`src/rtl/pwm_pkg.sv`:
```
// Shared PWM helpers: limit-mode encoding and the single-step duty update.
package pwm_pkg;

  localparam logic LIM_SAT  = 1'b0;
  localparam logic LIM_WRAP = 1'b1;

  localparam logic DIR_DOWN = 1'b0;
  localparam logic DIR_UP   = 1'b1;

  // One step of a duty value bounded to 0..max, saturating or wrapping at the ends.
  function automatic int unsigned duty_step(input int unsigned value, input logic dir,
                                            input logic mode, input int unsigned max);
    int unsigned res;
    if (dir == DIR_UP) begin
      if (value >= max) res = (mode == LIM_WRAP) ? 0 : max;
      else              res = value + 1;
    end else begin
      if (value == 0) res = (mode == LIM_WRAP) ? max : 0;
      else            res = value - 1;
    end
    return res;
  endfunction

endpackage

```
`src/rtl/edge_sync_det.sv`:
```
// Two-flop synchroniser followed by a history flop; pulses for one cycle on a rising edge.
module edge_sync_det (
  input  logic clk_i,
  input  logic rst_ni,
  input  logic d_i,
  output logic edge_o
);

  logic [1:0] sync_q, sync_d;
  logic       hist_q, hist_d;

  always_comb begin
    sync_d = {sync_q[0], d_i};
    hist_d = sync_q[1];
    edge_o = sync_q[1] & ~hist_q;
  end

  always_ff @(posedge clk_i or negedge rst_ni) begin
    if (!rst_ni) begin
      sync_q <= '0;
      hist_q <= 1'b0;
    end else begin
      sync_q <= sync_d;
      hist_q <= hist_d;
    end
  end

endmodule

```
`src/rtl/modificacion_ciclo_multicanal.sv`:
```
// Multi-channel PWM generator with button-stepped duty; duty changes latch at period wrap.
module modificacion_ciclo_multicanal
  import pwm_pkg::*;
#(
  parameter int unsigned N_CH     = 2,
  parameter int unsigned DUTY_W   = 4,
  parameter int unsigned PRESCALE = 6,
  parameter int unsigned DUTY_RST = 8
) (
  input  logic                                   clk_100MHz,
  input  logic                                   rst,
  input  logic                                   up,
  input  logic                                   down,
  input  logic [((N_CH > 1) ? $clog2(N_CH) : 1)-1:0] ch_select,
  input  logic                                   chip_select,
  input  logic                                   func_select,
  output logic [N_CH-1:0]                        signal_out,
  output logic [DUTY_W-1:0]                      ciclo_actual,
  output logic                                   period_start
);

  localparam int unsigned MAX = (1 << DUTY_W) - 1;
  localparam int unsigned CSW = (N_CH > 1) ? $clog2(N_CH) : 1;
  localparam int unsigned PSW = (PRESCALE > 1) ? $clog2(PRESCALE) : 1;

  logic up_edge, down_edge;

  edge_sync_det u_up_det (
    .clk_i  (clk_100MHz),
    .rst_ni (rst),
    .d_i    (up),
    .edge_o (up_edge)
  );

  edge_sync_det u_down_det (
    .clk_i  (clk_100MHz),
    .rst_ni (rst),
    .d_i    (down),
    .edge_o (down_edge)
  );

  logic [PSW-1:0]    presc_q, presc_d;
  logic [DUTY_W-1:0] cnt_q, cnt_d;
  logic [DUTY_W-1:0] dp_q [N_CH];
  logic [DUTY_W-1:0] dp_d [N_CH];
  logic [DUTY_W-1:0] da_q [N_CH];
  logic [DUTY_W-1:0] da_d [N_CH];
  logic [N_CH-1:0]   sig_q, sig_d;

  logic tick, cnt_last, wrap, sel_valid, step_en;

  // Prescaler and period counter
  always_comb begin
    tick     = (presc_q == PSW'(PRESCALE - 1));
    cnt_last = (cnt_q == DUTY_W'(MAX - 1));
    wrap     = tick & cnt_last;
    presc_d  = tick ? '0 : presc_q + PSW'(1);
    cnt_d    = cnt_q;
    if (tick) cnt_d = cnt_last ? '0 : cnt_q + DUTY_W'(1);
  end

  // Simultaneous up and down edges cancel out.
  always_comb begin
    sel_valid = ({1'b0, ch_select} < (CSW + 1)'(N_CH));
    step_en   = chip_select & sel_valid & (up_edge ^ down_edge);
  end

  always_comb begin
    for (int i = 0; i < N_CH; i++) begin
      dp_d[i] = dp_q[i];
      if (step_en && (ch_select == CSW'(i))) begin
        dp_d[i] = DUTY_W'(duty_step(32'(dp_q[i]), up_edge, func_select, MAX));
      end
      da_d[i]  = wrap ? dp_q[i] : da_q[i];
      sig_d[i] = (cnt_q < da_q[i]);
    end
  end

  always_comb begin
    ciclo_actual = '0;
    for (int i = 0; i < N_CH; i++) begin
      if (sel_valid && (ch_select == CSW'(i))) ciclo_actual = dp_q[i];
    end
  end

  assign signal_out   = sig_q;
  assign period_start = wrap;

  always_ff @(posedge clk_100MHz or negedge rst) begin
    if (!rst) begin
      presc_q <= '0;
      cnt_q   <= '0;
      sig_q   <= '0;
      for (int i = 0; i < N_CH; i++) begin
        dp_q[i] <= DUTY_W'(DUTY_RST);
        da_q[i] <= DUTY_W'(DUTY_RST);
      end
    end else begin
      presc_q <= presc_d;
      cnt_q   <= cnt_d;
      sig_q   <= sig_d;
      dp_q    <= dp_d;
      da_q    <= da_d;
    end
  end

endmodule

```
`config.mk`:
```
export PLATFORM = sky130hd
export DESIGN_NAME = modificacion_ciclo_multicanal
export DESIGN_NICKNAME = d
export VERILOG_FILES = /design/src/rtl/pwm_pkg.sv /design/src/rtl/edge_sync_det.sv /design/src/rtl/modificacion_ciclo_multicanal.sv
export SDC_FILE = /design/constraint.sdc
export NUM_CORES = 1
export LEC_CHECK = 0
export BUFFER_PORTS_ARGS = -buffer_cell sky130_fd_sc_hd__buf_2
export CAP_MARGIN = 20
export CORE_MARGIN = 3
export CORE_UTILIZATION = 60
export DETAILED_ROUTE_END_ITERATION = 8
export PLACE_DENSITY = 0.86
export SLEW_MARGIN = 20
export SYNTH_ARGS = -nofsm -noshare
export SYNTH_HDL_FRONTEND = slang
export SYNTH_SLANG_ARGS = --single-unit
```
`constraint.sdc`:
```
create_clock -name clk_100MHz -period 3 [get_ports clk_100MHz]
set_clock_uncertainty 0.15 [all_clocks]
set_input_delay 0.6 -clock clk_100MHz [delete_from_list [all_inputs] [get_ports clk_100MHz]]
set_output_delay 0.6 -clock clk_100MHz [all_outputs]
set_load 0.05 [all_outputs]
```
==> results of run 1 <==
==> stage by stage <==
| stage | instance area [sq um] | setup slack (ns) | hold slack [ns] | power [mW] | std cells |
|---|---|---|---|---|---|
| 6_report | 1910 | 0.392 | 0.140 | 1.32 | 239 |
| 2_1_floorplan | 1770 | 0.367 | 0.154 | 0.938 | 195 |
| 3_5_place_dp | 1840 | 0.754 | 0.188 | 1.05 | 231 |
| 3_3_place_gp | 1840 | 0.768 | 0.182 | 1.02 | 231 |
| 5_1_grt | 1910 | 0.233 | 0.177 | 1.40 | 239 |
| 4_1_cts | 1910 | 0.372 | 0.155 | 1.32 | 239 |
==> how the worst max path moves through the flow <==
stage	slack, ns	start	end	cells past startpoint
finish	0.39	presc_q[1]	period_start	6
global route	0.23	presc_q[1]	period_start	6
CTS	0.37	presc_q[1]	period_start	6
detailed placement	0.75	presc_q[1]	period_start	6
global placement	0.77	presc_q[1]	period_start	6
floorplan	0.37	ch_select	ciclo_actual[1]	2
==> metal layers <==
layer | track usage | up-vias
met2 | 0.338 | 37
met4 | 0.0854 | 0
met1 | 0.235 | 698
met5 | 0 | -
met3 | 0.0540 | 7
li1 | - | 708
==> layout make-up <==
| class | instances | area (sq um) |
|---|---|---|
| multi-input cells | 139 | 888 |
| inverters | 16 | 60.1 |
| fillers | 231 | 872 |
| clock buffers | 8 | 68.8 |
| flip-flops and latches | 31 | 781 |
| repair buffers | 14 | 72.6 |
| well taps | 31 | 38.8 |
==> report_power, final <==
part / switching (mW) / leakage, nW / internal [mW]
logic: 0.297 / 0.440 / 0.176
registers: 0.0989 / 0.383 / 0.476
clock network: 0.137 / 0.0386 / 0.138
total: 0.533 / 0.861 / 0.789
==> registers in the layout (all words and copies together), names as in the netlist, 2 cells and up <==
register,count
u_down_det.sync_q,2
presc_q,3
u_up_det.sync_q,2
cnt_q,4
dp_q,8
signal_out,2
da_q,8
==> synthesized netlist by cell type, drive strengths merged (2+ instances only) <==
library cell	number	area, sq um
dfrtp	27	676
nand2	22	82.6
o21ai	19	95.1
inv	16	60.1
nor2	12	45.0
a21oi	11	55.1
ha	10	125
nand3	10	50.1
clkbuf	6	23.8
a21o	5	37.5
mux2i	5	50.1
o31ai	5	37.5
dfstp	4	105
nand2b	4	25.0
nor2b	4	32.5
buf	3	17.5
mux2	3	33.8
o211ai	3	22.5
a211oi	2	15.0
a31oi	2	12.5
and3	2	12.5
nor3	2	10.0
nor3b	2	15.0
or2	2	12.5
==> worst max-delay path, cell delays in order, from the launching register on <==
cell	delay [ns]
dfrtp_1	0.40
nand2b_1	0.17
nor2_1	0.19
nand2_1	0.10
nor3_1	0.18
buf_4	0.21
buf_2	0.29
==> kinds of logic after synthesis <==
family / synth area share
AND/OR/NAND/NOR: 0.187
AO/OA/AOI/OAI: 0.192
flip-flops: 0.441
buffers and inverters: 0.0572
adder cells (fa/ha/maj): 0.0707
multiplexers: 0.0473
XOR/XNOR: 0.00495
==> results.sh, run 1 <==
export IMPL_post_drt_wl_per_cell_um=13.9
export IMPL_wirelength_um=3320
export IMPL_worst_r2r_path_depth=6
export IMPL_cp_required_ns=2.25
export IMPL_power_density_nw_per_um2=693
export IMPL_p_leak_nw=0.861
export IMPL_final_antenna_net_count=0
export IMPL_cts_buffers=5
export IMPL_start_kind="register"
export IMPL_worst_setup_path_end_kind="primary output"
export IMPL_grt_overflow_total=0
export IMPL_syn_area_sq_um=1770
export IMPL_drc_errors=0
export IMPL_grt_pass1_vias=1275
export IMPL_ios=14
export IMPL_maxSlewHeadroom=0.562
export IMPL_cts_sinks=31
export IMPL_viasPerCell=6.07
export IMPL_die_area_sq_um=3640
export IMPL_h_tree_depth=2
export IMPL_fin_crit_sh=0.869
export IMPL_maxCapViolations=0
export IMPL_finish_net_count=224
export IMPL_synth_edf_count=0
export IMPL_rsz0062_at_grt="false"
export IMPL_seq_area_frac_synth=0.441
export IMPL_final_min_clock_period_ns=2.61
export IMPL_hp_class="in -> async"
export IMPL_synth_ff_type="dfrtp_1"
export IMPL_clk_path_buf_depth=2
export IMPL_die_h_um=60.3
export IMPL_cts_hold_buf=0
export IMPL_clkLatencyLatePin_ns=0.33
export IMPL_setup_viol_count_final=0
export IMPL_mostFrequentLayoutCells="dfrtp_1, nand2_1, o21ai_0"
export IMPL_postLayoutCoreUtil=0.686
export IMPL_r2r_end="dp_q[5]"
export IMPL_peakVddDrop_v=0.000647
export IMPL_grt_use_total=0.199
export IMPL_drv_slew=0
export IMPL_grt_max_degree=32
export IMPL_syn_inst=195
export IMPL_final_common_cell="dfrtp_1"
export IMPL_async_flop_share=1.00
export IMPL_clock_root_buffer="clkbuf_4"
export IMPL_avgSynthCellArea_sq_um=9.08
export IMPL_tightest_slew_ns=0.657
export IMPL_diodes=0
export IMPL_crit_arrival_ns=1.86
export IMPL_core_area_sq_um=2780
export IMPL_ys_warn_count=0
export IMPL_syn_to_final_growth_pct=7.84
export IMPL_cts_resized_gates=0
export IMPL_yosysUniqueCellTypes=41
export IMPL_worstSetupPathType="reg -> out"
export IMPL_ff2ff_setup_slack_ns=0.89
export IMPL_cts_tree="yes"
export IMPL_dp_hpwl_um=2390
export IMPL_wl_met3_um=158
export IMPL_postCtsSetupBuffers=0
export IMPL_clock_fmax_ghz=0.383
export IMPL_io_buffer_count=13
export IMPL_grt_pass1_wl_um=5380
export IMPL_clkTransAtPathRegs_ns=0.10
export IMPL_drtIter0Drc=99
export IMPL_m1WireLength_um=1410
export IMPL_antenna_found_initial=0
export IMPL_vias=1450
export IMPL_crit_reg2reg_launch="dp_q[4]"
export IMPL_place_congestion=0.862
export IMPL_firstDrtPassIters=4
export IMPL_outcome="finished, final reports clean"
export IMPL_fp_row_count=19
export IMPL_setup_tns_ns=0
export IMPL_route_met2_wl_um=1690
export IMPL_hold_viol_final=0
export IMPL_ys_ff_latch=31
export IMPL_highest_layer="met4"
export IMPL_crit_path_max_fanout=9
export IMPL_die_x_um=60.3
export IMPL_syn_nets=212
export IMPL_initial_core_util=0.637
export IMPL_drive_gt1_frac=0.154
Power figures use the tool's default switching activity.
==> inputs of run 2 (changes only) <==
Settings changed: CELL_PAD_IN_SITES_DETAIL_PLACEMENT from default to 1, CELL_PAD_IN_SITES_GLOBAL_PLACEMENT from default to 1, CORE_UTILIZATION 60 to 49, PLACE_DENSITY 0.86 to 0.9.
==> run 2 against run 1 <==
Sequential share of layout area down 1.1 points. Critical path type unchanged. Via count up 2.7%. Fmax down 3.5%. Cell area up 2.7%. Clock-buffer cell count down 2. Largest power group unchanged. Flip-flop and latch count unchanged.
==> results.sh, run 2 (synthesized netlist as in run 1, its figures left out) <==
export IMPL_top_regs="da_q (8), dp_q (8), cnt_q (4)"
export IMPL_final_min_clock_period_ns=2.70
export IMPL_hp_class="in -> async"
export IMPL_fillerInstances=416
export IMPL_final_common_cell="dfrtp_1"
export IMPL_h_tree_depth=2
export IMPL_holdWs_ns=0.139
export IMPL_worst_setup_path_end_kind="primary output"
export IMPL_postCtsSetupBuffers=0
export IMPL_peakVddDrop_v=0.000381
export IMPL_cts_buffers=5
export IMPL_power_density_nw_per_um2=769
export IMPL_io_buffer_count=13
export IMPL_antenna_found_initial=0
export IMPL_cp_required_ns=2.25
export IMPL_grt_max_degree=32
export IMPL_setup_tns_ns=0
export IMPL_grt_pass1_wl_um=7940
export IMPL_viasPerCell=5.86
export IMPL_drtIter0Drc=92
export IMPL_crit_reg2reg_launch="dp_q[4]"
export IMPL_crit_arrival_ns=1.95
export IMPL_place_congestion=0.871
export IMPL_postLayoutCoreUtil=0.574
export IMPL_rsz0062_at_grt="false"
export IMPL_die_area_sq_um=4370
export IMPL_total_power_mw=1.51
export IMPL_maxCapViolations=0
export IMPL_crit_path_max_fanout=9
export IMPL_clkLatencyLatePin_ns=0.34
export IMPL_core_area_sq_um=3420
export IMPL_clk_path_buf_depth=2
export IMPL_cts_resized_gates=0
export IMPL_ff2ff_setup_slack_ns=0.74
export IMPL_cts_hold_buf=0
export IMPL_grt_pass1_vias=1639
export IMPL_hold_viol_final=0
export IMPL_wirelength_um=4690
export IMPL_drc_errors=0
export IMPL_start_kind="register"
export IMPL_drive_gt1_frac=0.154
export IMPL_drv_slew=0
export IMPL_die_h_um=66.1
export IMPL_cts_tree="yes"
export IMPL_finish_net_count=224
export IMPL_crit_start="presc_q[1]"
export IMPL_diodes=0
export IMPL_clock_fmax_ghz=0.370
export IMPL_outcome="finished, final reports clean"
export IMPL_fin_crit_sh=0.901
export IMPL_setup_viol_count_final=0
export IMPL_mostFrequentLayoutCells="dfrtp_1, nand2_1, o21ai_0"
export IMPL_tightest_slew_ns=0.700
export IMPL_initial_core_util=0.518
export IMPL_vias=1489
export IMPL_post_drt_wl_per_cell_um=18.5
export IMPL_clkTransAtPathRegs_ns=0.10
export IMPL_worstSetupPathType="reg -> out"
export IMPL_clock_root_buffer="clkbuf_4"
export IMPL_ios=14
export IMPL_grt_use_total=0.247
export IMPL_grt_overflow_total=0
export IMPL_syn_to_final_growth_pct=10.7
export IMPL_firstDrtPassIters=4
export IMPL_maxSlewHeadroom=0.533
export IMPL_dp_hpwl_um=3160
export IMPL_final_antenna_net_count=0
export IMPL_die_x_um=66.1
export IMPL_p_leak_nw=0.875
export IMPL_fp_row_count=21
export IMPL_cts_sinks=31
run 2: cell types whose count changed in the layout (fill, tap and decap cells not counted):
| cell | before | now |
|---|---|---|
| clkbuf_8 | 2 | 0 |
| bufinv_16 | 0 | 2 |
run 2: final cells by class:
cell class	instances	area (sq um)	share of cell area
timing repair buffer	14	72.6	0.0370
sequential	31	781	0.398
multi-input combinational	139	888	0.453
inverter	16	60.1	0.0306
clock buffer	6	41.3	0.0211
clock inverter	2	60.1	0.0306
tap	46	57.6	0.0294
run 2: final timing paths:
path                                   endpoint  cells after the start
setup reg to reg                        dp_q[5]                      6
setup / recovery                   period_start                      6
min in group clk_100MHz    u_down_det.sync_q[0]                      1
hold / removal                    signal_out[0]                      1
max in group asynchronous       u_up_det.hist_q                      1
hold reg to reg            u_down_det.sync_q[1]                      0
run 2: layer usage:
layer  wire length (um)  track usage  vias up  share of wire
li1                   -            -      707              -
met1               1920        0.284      740           0.41
met2               2510        0.432       29           0.54
met3                149       0.0595       13          0.032
met4                110        0.107        0          0.023
met5                  0            0        -              0
run 2: critical path, cell delays in order (launching register included):
cell	delay (ns)
dfrtp_1	0.41
nand2b_1	0.17
nor2_1	0.21
nand2_1	0.11
nor3_1	0.19
buf_4	0.23
buf_2	0.29
run 2: report_power, final:
group,total [mW],switching (mW),internal (mW)
Combinational,0.512,0.333,0.179
Sequential,0.582,0.106,0.476
Clock,0.414,0.154,0.260
run 2: stage by stage:
stage | instances | instance area, sq um | setup WS, ns
floorplan | 195 | 1770 | 0.367
finish | 254 | 1960 | 0.296
CTS | 254 | 1960 | 0.266
detailed placement | 246 | 1860 | 0.649
global route | 254 | 1960 | 0.137
global placement | 246 | 1860 | 0.771
